**config.mk**
```make
export PLATFORM = sky130hd
export DESIGN_NAME = frame_buffer_flat
export DESIGN_NICKNAME = d
export VERILOG_FILES = /design/src/rtl/frame_pkg.sv /design/src/rtl/frame_buffer_if.sv /design/src/rtl/frame_row_bank.sv /design/src/rtl/frame_buffer.sv /design/src/flat_wrapper.sv
export SDC_FILE = /design/constraint.sdc
export NUM_CORES = 1
export LEC_CHECK = 0
export CORE_AREA = 2 2 169 105
export CTS_CLUSTER_DIAMETER = 50
export CTS_CLUSTER_SIZE = 24
export DETAILED_ROUTE_END_ITERATION = 12
export DIE_AREA = 0 0 171 107
export GPL_TIMING_DRIVEN = 0
export PLACE_DENSITY_LB_ADDON = 0.2
export SKIP_LAST_GASP = 1
export SLEW_MARGIN = 25
export SYNTH_ARGS = -nofsm -noshare
export SYNTH_HDL_FRONTEND = slang
export SYNTH_SLANG_ARGS = --single-unit
```
**constraint.sdc**
```tcl
create_clock -name CLK -period 7.4 [get_ports CLK]
set_input_delay 1.48 -clock CLK [delete_from_list [all_inputs] [get_ports CLK]]
set_output_delay 1.48 -clock CLK [all_outputs]
set_load 0.005 [all_outputs]
```
**src/rtl/frame_pkg.sv**
```systemverilog
// Shared types and geometry for the double-buffered 8x8 frame store.
package frame_pkg;

    localparam int unsigned ROW_COUNT = 8;
    localparam int unsigned ROW_WIDTH = 8;
    localparam int unsigned ADDR_W    = $clog2(ROW_COUNT);
    localparam int unsigned FRAME_W   = ROW_COUNT * ROW_WIDTH;

    typedef enum logic {
        IDLE,
        WAIT_END
    } state_t;

endpackage

```
**src/rtl/frame_buffer_if.sv**
```systemverilog
// Row-write handshake, commit/frame-end strobes and front-buffer status.
interface frame_buffer_if;
    import frame_pkg::*;

    logic                WR_VALID;
    logic                WR_READY;
    logic [ADDR_W-1:0]   WR_ADDR;
    logic [ROW_WIDTH-1:0] WR_DATA;
    logic                COMMIT;
    logic                FRAME_END;
    logic [FRAME_W-1:0]  FRAME;
    logic                PENDING;
    logic                DONE;

    modport master (
        output WR_VALID, WR_ADDR, WR_DATA, COMMIT, FRAME_END,
        input  WR_READY, FRAME, PENDING, DONE
    );

    modport slave (
        input  WR_VALID, WR_ADDR, WR_DATA, COMMIT, FRAME_END,
        output WR_READY, FRAME, PENDING, DONE
    );
endinterface

```
**src/rtl/frame_row_bank.sv**
```systemverilog
// 8x8 back bank: one row write port, whole image readable as a flat word.
module frame_row_bank
    import frame_pkg::*;
#(
    parameter logic [FRAME_W-1:0] INIT_PATTERN = '0
) (
    input  logic                 clk,
    input  logic                 rst,
    input  logic                 wr_en,
    input  logic [ADDR_W-1:0]    wr_addr,
    input  logic [ROW_WIDTH-1:0] wr_data,
    output logic [FRAME_W-1:0]   rd_data
);

    logic [ROW_COUNT-1:0][ROW_WIDTH-1:0] rows_q;
    logic [ROW_COUNT-1:0][ROW_WIDTH-1:0] rows_d;

    always_comb begin
        rows_d = rows_q;
        if (wr_en) begin
            rows_d[wr_addr] = wr_data;
        end
    end

    always_ff @(posedge clk or posedge rst) begin
        if (rst) begin
            rows_q <= INIT_PATTERN;
        end else begin
            rows_q <= rows_d;
        end
    end

    assign rd_data = rows_q;

endmodule

```
**src/rtl/frame_buffer.sv**
```systemverilog
// Double-buffered frame store: rows land in the back bank, and a commit copies
// the whole image to the front bank only at the next frame boundary.
module frame_buffer
    import frame_pkg::*;
#(
    parameter logic [FRAME_W-1:0] INIT_PATTERN = 64'h0
) (
    input  logic           CLK,
    input  logic           RESET,
    frame_buffer_if.slave  bus
);

    state_t               state_q, state_d;
    logic [FRAME_W-1:0]   front_q, front_d;
    logic                 done_q, done_d;
    logic [FRAME_W-1:0]   back_data;
    logic                 wr_fire;

    // Writes are accepted only in IDLE, so the back image is frozen while a
    // swap is pending and the copy at FRAME_END is always a complete frame.
    assign wr_fire = bus.WR_VALID && (state_q == IDLE);

    frame_row_bank #(
        .INIT_PATTERN (INIT_PATTERN)
    ) u_back (
        .clk     (CLK),
        .rst     (RESET),
        .wr_en   (wr_fire),
        .wr_addr (bus.WR_ADDR),
        .wr_data (bus.WR_DATA),
        .rd_data (back_data)
    );

    always_comb begin
        state_d = state_q;
        front_d = front_q;
        done_d  = 1'b0;
        unique case (state_q)
            IDLE: begin
                if (bus.COMMIT) begin
                    state_d = WAIT_END;
                end
            end
            WAIT_END: begin
                if (bus.FRAME_END) begin
                    front_d = back_data;
                    done_d  = 1'b1;
                    state_d = IDLE;
                end
            end
            default: state_d = IDLE;
        endcase
    end

    always_ff @(posedge CLK or posedge RESET) begin
        if (RESET) begin
            state_q <= IDLE;
            front_q <= INIT_PATTERN;
            done_q  <= 1'b0;
        end else begin
            state_q <= state_d;
            front_q <= front_d;
            done_q  <= done_d;
        end
    end

    assign bus.WR_READY = (state_q == IDLE);
    assign bus.PENDING  = (state_q == WAIT_END);
    assign bus.FRAME    = front_q;
    assign bus.DONE     = done_q;

endmodule

```
**src/flat_wrapper.sv**
```systemverilog
// flat-port wrapper written by rule: the top's interface ports become plain ports
module frame_buffer_flat import frame_pkg::*;
#(
    parameter logic [FRAME_W-1:0] INIT_PATTERN = 64'h0
)
  (CLK, RESET, bus_WR_VALID, bus_WR_ADDR, bus_WR_DATA, bus_COMMIT, bus_FRAME_END, bus_WR_READY, bus_FRAME, bus_PENDING, bus_DONE);
  frame_buffer_if bus_i ();
  input  logic CLK;
  input  logic RESET;
  input wire logic [$bits(bus_i.WR_VALID)-1:0] bus_WR_VALID;
  input wire logic [$bits(bus_i.WR_ADDR)-1:0] bus_WR_ADDR;
  input wire logic [$bits(bus_i.WR_DATA)-1:0] bus_WR_DATA;
  input wire logic [$bits(bus_i.COMMIT)-1:0] bus_COMMIT;
  input wire logic [$bits(bus_i.FRAME_END)-1:0] bus_FRAME_END;
  output wire logic [$bits(bus_i.WR_READY)-1:0] bus_WR_READY;
  output wire logic [$bits(bus_i.FRAME)-1:0] bus_FRAME;
  output wire logic [$bits(bus_i.PENDING)-1:0] bus_PENDING;
  output wire logic [$bits(bus_i.DONE)-1:0] bus_DONE;
  assign bus_i.WR_VALID = bus_WR_VALID;
  assign bus_i.WR_ADDR = bus_WR_ADDR;
  assign bus_i.WR_DATA = bus_WR_DATA;
  assign bus_i.COMMIT = bus_COMMIT;
  assign bus_i.FRAME_END = bus_FRAME_END;
  assign bus_WR_READY = bus_i.WR_READY;
  assign bus_FRAME = bus_i.FRAME;
  assign bus_PENDING = bus_i.PENDING;
  assign bus_DONE = bus_i.DONE;
  frame_buffer #(.INIT_PATTERN(INIT_PATTERN)) u_core (.CLK(CLK), .RESET(RESET), .bus(bus_i));
endmodule
```
== After elaboration in Yosys (flattened, before gate mapping) ==
Cells that the tools add are included.
Operators by class
  bitwise gates (word level): 1
  mux-type cells: 8
  reductions and logical operators: 3
  order comparisons: 2
Operator list (count)
  64-bit bitwise mux: 1
  8-bit demux with 3-bit select: 1
  8-bit 2-to-1 mux: 1
  3-bit by 4-bit less-than comparator with 1-bit output, second input constant: 1
  1-bit 2-to-1 mux: 4
  3-bit by 1-bit greater-or-equal comparator with 1-bit output, second input constant: 1
  1-bit logical AND: 2
  1-bit case mux with 2 select lines: 1
  2-bit AND reduction: 1
  1-bit inverter: 1
Storage, ports and cells
  input port bits: 16
  logic and storage cells: 25
  register bits: 130
  output and inout bits: 67

== Depth between registers and ports, before layout ==
Gate-level depths: netlist of the first run.
  word-level depth: 5
  mapped depth: 5
  gate-level depth less buffers: 3

== Cells and area by module ==
Synthesis of the first run repeated with hierarchy kept, for this count alone.
Second synthesis, totals
  cell total of the unflattened synthesis: 288
  area, all modules: 5117.4 um^2
Modules (own cells, without submodules)
  frame_buffer: area an instance 2661.3 um^2, sequential area each 1651.6 um^2, instances 1, cells an instance 144
  frame_row_bank: area an instance 2456.1 um^2, sequential area each 1601.5 um^2, instances 1, cells an instance 144

== Least setup slack after synthesis of the first run ==
Ideal clock, no wire load.
  path kind: input port to flip-flop
  start: input bus_WR_ADDR[0]
  end: register u_core.u_back.rows_q (netlist bit u_core.u_back.rd_data[40])
  buffers on the path: 1
  stages on the path: 3
  arrival time: 2455 ps
  required time: 7275 ps
  path slack: 4820 ps
  library setup time: 125 ps
  cell sequence: clkdlybuf4s18_2 nor3b_4 mux2_2
Between the ends
  longest elaborated chain between the ends: 5
  elaborated cells on any way between the ends: 6
  those cells by class: 2 x order compare; 3 x mux; 1 x reduce/logical
Ends and longest elaborated chain
  start: declaration: RTL line flat_wrapper.sv:11  | input wire logic [$bits(bus_i.WR_ADDR)-1:0] bus_WR_ADDR;
  3-bit by 4-bit less-than comparator with 1-bit output (implied by the code) or 3-bit by 1-bit greater-or-equal comparator with 1-bit output (tied branches): RTL line frame_row_bank.sv:21  | rows_d[wr_addr] = wr_data;
  1-bit logical AND (implied by the code): RTL line frame_row_bank.sv:21
  8-bit 2-to-1 mux (implied by the code): RTL line frame_row_bank.sv:21
  8-bit demux with 3-bit select (*): RTL line frame_row_bank.sv:21
  64-bit bitwise mux (*): RTL line frame_row_bank.sv:21
  end signal: assignment: RTL line frame_row_bank.sv:29  | rows_q <= rows_d;
  end: declaration: RTL line frame_row_bank.sv:15  | logic [ROW_COUNT-1:0][ROW_WIDTH-1:0] rows_q;
Every way passes the cells marked *; elsewhere a longest branch is shown, timed or not.
A chain may end at the register's enable or synchronous reset.

== Worst setup path after layout of the first run ==
  start: register u_core.state_q (netlist: u_core.bus.PENDING)
  end: output bus_WR_READY
Between the ends
  longest elaborated chain between the ends: 1
Ends and longest elaborated chain
  start: declaration: RTL line frame_buffer.sv:13  | state_t state_q, state_d;
  start signal: assignment: RTL line frame_buffer.sv:61  | state_q <= state_d;
  1-bit inverter: RTL line frame_buffer.sv:67  | assign bus.WR_READY = (state_q == IDLE);
  end: declaration: RTL line flat_wrapper.sv:15  | output wire logic [$bits(bus_i.WR_READY)-1:0] bus_WR_READY;
Every way passes these cells.

==> flow_summary.yaml, run 1 <==
clock_network:
  cts.repair.resized: 0
  clk_latency_ps: 400
  clk_pin_slew_ps: 60
  cts-buffers-inserted: 17
  htreeDepth: 4
  cts_tree: "built"
  cts_setup_buffers: 0
  cts_hold_buf: 0
  root_buffer: "clkbuf_16"
  cts_buffer_depth: 2
  cts_sinks: 130
sta:
  finalSetupTns_ps: 0
  slew_viol_final: 0
  tightest_slew_ps: 578
  setup_viol: 0
  final.period_utilization_pct: 39.6
  rsz0062_at_grt: "no"
  maxSlewHeadroom_pct: 61.3
  hold_viol: 0
  min_period_ps: 2930
  layout_setup_ws_ps: 4470
  clock_skew_ps: 6.95
  fmax_ghz: 0.341
place:
  io_buffers: 80
  gp_congestion: 0.698
  pre_cts_ws_ps: 4110
  place_hpwl_um: 7200
  place_area_mm2: 0.00605
worst_setup_path:
  critPathRequiredTime_ps: 5920
  end_kind: "output pin"
  crit_start: "u_core.bus.PENDING$_DFF_PP0_"
  crit_slowest_cell: "clkdlybuf4s50_1"
  crit_chain: "inv_1 > clkdlybuf4s50_1"
  path_class: "reg -> out"
  worstPathBufferInverterCount: 2
  ff2ff_setup_slack_ps: 5710
  crit_path_start_kind: "register"
  rr_worst_depth: 3
  cpPeakStageDelay_ps: 500
  path_delay_family: "buffers and inverters"
  r2r_start: "u_core.bus.PENDING$_DFF_PP0_"
  critPathMaxFanout: 5
  critical_path_depth: 2
  arrival_ps: 1450
die:
  num_rows: 37
  dieArea_mm2: 0.0183
  die_y_um: 107
  core-area_mm2: 0.0168
  start_util_pct: 29.3
  die_w_um: 171
  io_pins: 83
final_layout:
  design_area_mm2: 0.00661
  antennaDiodeCount: 0
  syn2layout_area_growth_pct: 34.3
  drive_gt1_share_pct: 44.5
  utilization_pct: 39.4
  nets: 403
hold_path:
  holdCritStartpoint: "u_core.u_back.rd_data[61]$_DFFE_PP0P_"
  hold_depth: 1
  holdCritPathClass: "reg -> reg"
yosys:
  synth_seq_cells: 130
  synth-warning-count: 0
  ys.flop_type: "dfrtp_1"
  synth-seq-area-share_pct: 66.1
  yosysUniqueCellTypes: 18
  synth_area_per_cell_um2: 17.1
  synth_area_leaders: "dfrtp_1 (66%), mux2_2 (29%), nor3b_4 (1.1%), buf_2 (0.71%), nand3b_2 (0.46%)"
  synth_top_area_cell: "dfrtp_1"
  syn_inst: 287
  synth_edf_count: 0
  synthTopCellsByCount: "dfrtp_1 (130), mux2_2 (128), buf_2 (7)"
  syn_nets: 303
  async_flop_share_pct: 100
  synthesis.area_mm2: 0.00492
  synth_top_area_share_pct: 66.1
  synth_most_common_cell: "dfrtp_1"
grt:
  antenna_found_initial: 1
  grt.overflow.total: 0
  grt_max_degree: 67
  grt_pass1_vias: 2934
  grt_usage_pct: 13.0
  grt_pass1_wl_um: 17200
drt:
  drc: 0
  wl_um: 10900
  vias_per_cell: 4.25
  vias: 2693
  wire_per_inst_um: 17.2
  ant_nets: 0
  firstDrtPassIters: 4
  drt_iter0_markers: 106
job:
  max-cap-violations: 0
pwr:
  ir_drop_mv: 0.143
  p_per_area_mw_per_mm2: 396
  p_total_uw: 2620
  total_leakage_power_uw: 0.00287
status:
  outcome: "finished clean"
[final timing paths]
path | endpoint
worst max-delay path | bus_WR_READY
min in group asynchronous | u_core.bus.FRAME[4]$_DFFE_PP0P_
worst max register to register | u_core.u_back.rd_data[48]$_DFFE_PP0P_
max in group asynchronous | u_core.u_back.rd_data[16]$_DFFE_PP0P_
worst min register to register | u_core.bus.FRAME[61]$_DFFE_PP0P_
worst min-delay path | u_core.bus.FRAME[61]$_DFFE_PP0P_
[sequential cells by signal, indices dropped and copies added (netlist names)]
name	flops
u_core.bus.DONE	1
u_core.bus.PENDING	1
u_core.bus.FRAME	64
u_core.u_back.rd_data	64
[report_power, final]
group / internal (uW) / leakage (uW) / switching [uW] / total, uW
Combinational: 503 / 0.00101 / 206 / 709
Clock: 487 / 0.000269 / 290 / 777
Sequential: 988 / 0.00159 / 145 / 1130
Total: 1980 / 0.00287 / 641 / 2620
[per-layer routing]
layer	part of all wire, %	vias up	global-route usage (%)
met5	0	-	0
li1	-	1211	-
met4	0.56	0	3.87
met1	49	1409	17.9
met3	6.8	8	5.28
met2	43	65	18.8
[worst reg2reg max path: cells and delay by family, from the launching register on]
family	cells	cell delay, ps
AND/OR/NAND/NOR	2	740
multiplexers	1	400
flip-flops	1	440
[metrics by stage]
step	hold WS (ps)	instances
after floorplan	475	287
after global routing	510	634
after CTS	494	634
after detailed placement	489	602
final	490	634
after global placement	482	601
[area by class of cell]
class,instances,area [um2]
clock buffer,23,478
tap,234,293
buffer,11,68.8
inverter,3,18.8
timing repair buffer,81,828
multi-input combinational,143,1590
sequential,130,3250
clock inverter,9,81.3
fill,1602,10200
[kinds of logic after synthesis]
group / synth area share, %
mux: 29.3
buf+inv: 1.63
compound gates: 0.102
flops: 66.1
simple gates: 2.82
[cells in the final DEF, fill, tap and decap left out, types with 2 or more instances in the layout]
cell and n:
mux2_2 128, clkinv_2 4, nand2_1 3, clkbuf_1 3, inv_1 2, clkbuf_16 17
buf_2 7, dfrtp_1 130, clkdlybuf4s50_1 80, clkinvlp_4 3, nand3b_2 2, nor3b_4 3
clkbuf_8 3
Note: power is estimated with default switching activity, not from simulation.
==> run 2: changes to the inputs <==
==> constraint.sdc (replaced) <==
create_clock -name CLK -period 2.9 [get_ports CLK]
set_input_delay 0.58 -clock CLK [delete_from_list [all_inputs] [get_ports CLK]]
set_output_delay 0.58 -clock CLK [all_outputs]
set_load 0.005 [all_outputs]
==> run 2 against run 1 <==
Net effect:
- critical path depth stayed put
- first-iteration DRC count is 57% higher
- register-to-register slack got worse by 4500 ps
- final area increased by 1.7%
- global-route usage down 0.073 points
- utilization increased by 0.67 points
- critical path type unchanged
- largest power group unchanged
==> flow_summary.yaml, run 2 (synthesis results as in run 1) <==
place:
  gp_congestion: 0.721
  io_buffers: 80
  place_hpwl_um: 7360
clock_network:
  htreeDepth: 4
  cts-buffers-inserted: 17
  cts_tree: "built"
  cts_hold_buf: 0
  clk_latency_ps: 400
  root_buffer: "clkbuf_16"
  cts_sinks: 130
  cts_buffer_depth: 2
  cts.repair.resized: 0
  cts_setup_buffers: 0
  clk_pin_slew_ps: 60
grt:
  grt.overflow.total: 0
  grt_pass1_wl_um: 17400
  grt_usage_pct: 13.0
  grt_max_degree: 33
  grt_pass1_vias: 2986
  antenna_found_initial: 1
sta:
  tightest_slew_ps: 606
  hold_ws_ps: 497
  min_period_ps: 2060
  clock_skew_ps: 10.2
  rsz0062_at_grt: "no"
  finalSetupTns_ps: 0
  hold_viol: 0
  setup_viol: 0
  maxSlewHeadroom_pct: 59.5
  final.period_utilization_pct: 71.0
  slew_viol_final: 0
  fmax_ghz: 0.486
worst_setup_path:
  end_kind: "output pin"
  critPathMaxFanout: 5
  crit_path_start_kind: "register"
  arrival_ps: 1480
  critPathRequiredTime_ps: 2320
  path_class: "reg -> out"
pwr:
  seq_power_share_pct: 42.0
  power_frac_comb_pct: 26.3
  total_leakage_power_uw: 0.00291
  swShare_pct: 24.2
  ir_drop_mv: 0.394
  p_per_area_mw_per_mm2: 1020
  p_clk_share_pct: 31.8
  switchingPower_uw: 1670
  p_int_uw: 5210
final_layout:
  most-common-layout-cells: "dfrtp_1 (130), mux2_2 (128), clkdlybuf4s50_1 (80), clkbuf_16 (17), buf_2 (7)"
  nets: 406
  syn2layout_area_growth_pct: 36.6
  drive_gt1_share_pct: 45.4
  layout_commonest_cell: "dfrtp_1"
status:
  outcome: "finished clean"
die:
  start_util_pct: 29.3
  io_pins: 83
  die_w_um: 171
  num_rows: 37
  core-area_mm2: 0.0168
  die_y_um: 107
  dieArea_mm2: 0.0183
drt:
  wl_um: 10800
  vias: 2723
  vias_per_cell: 4.27
  firstDrtPassIters: 4
  drt_iter0_markers: 166
  wire_per_inst_um: 17.0
  ant_nets: 0
  drc: 0
job:
  max-cap-violations: 0
hold_path:
  holdCritPathClass: "reg -> reg"
[run 2: power groups by stage]
stage,combinational [uW],clock [uW],sequential [uW]
detailed placement,1840,0,2930
global route,1970,2320,2990
floorplan,717,0,2870
finish,1810,2180,2890
global placement,1800,0,2900
CTS,1850,2250,2900
[run 2: stage by stage]
step / std cells / worst slack [ps] / total power, uW / utilization (%) / area [um2]
5_1_grt: 637 / 779 / 7280 / 40.1 / 6720
6_report: 638 / 841 / 6880 / 40.1 / 6720
2_1_floorplan: 287 / 711 / 3590 / - / 4920
4_1_cts: 637 / 819 / 7000 / 40.1 / 6720
3_5_place_dp: 605 / 517 / 4770 / 36.4 / 6100
3_3_place_gp: 601 / -451 / 4700 / 35.9 / 6020
[run 2: layout make-up]
| class | instances | area, um2 |
|---|---|---|
| multi-input cells | 143 | 1590 |
| flip-flops and latches | 130 | 3250 |
| clock buffers | 20 | 457 |
| diodes | 1 | 2.50 |
| well taps | 234 | 293 |
| plain buffers | 11 | 68.8 |
| clock inverters | 12 | 156 |
| repair buffers | 84 | 888 |
| fillers | 1585 | 10000 |
| inverters | 3 | 15.0 |
[run 2: worst max-delay path, stage by stage, from the launching register on]
cell	delay, ps
dfrtp_1	450
inv_1	120
clkdlybuf4s50_1	510
[run 2: per-layer routing]
layer	global-route usage [%]	vias up	wire length, um
met3	4.91	8	704
li1	-	1228	-
met2	19.5	70	4740
met1	17.4	1417	5310
met4	3.63	0	76
met5	0	-	0
[run 2: final timing paths]
kind	start	end	slack (ps)	cells after the start
max	u_core.bus.PENDING$_DFF_PP0_	bus_WR_READY	840	2
min	u_core.u_back.rd_data[9]$_DFFE_PP0P_	u_core.bus.FRAME[9]$_DFFE_PP0P_	500	1
max reg2reg	u_core.bus.PENDING$_DFF_PP0_	u_core.u_back.rd_data[51]$_DFFE_PP0P_	1210	3
min reg2reg	u_core.u_back.rd_data[9]$_DFFE_PP0P_	u_core.bus.FRAME[9]$_DFFE_PP0P_	500	1
max in group asynchronous	RESET	u_core.bus.FRAME[59]$_DFFE_PP0P_	1380	5
min in group asynchronous	RESET	u_core.bus.FRAME[22]$_DFFE_PP0P_	570	2
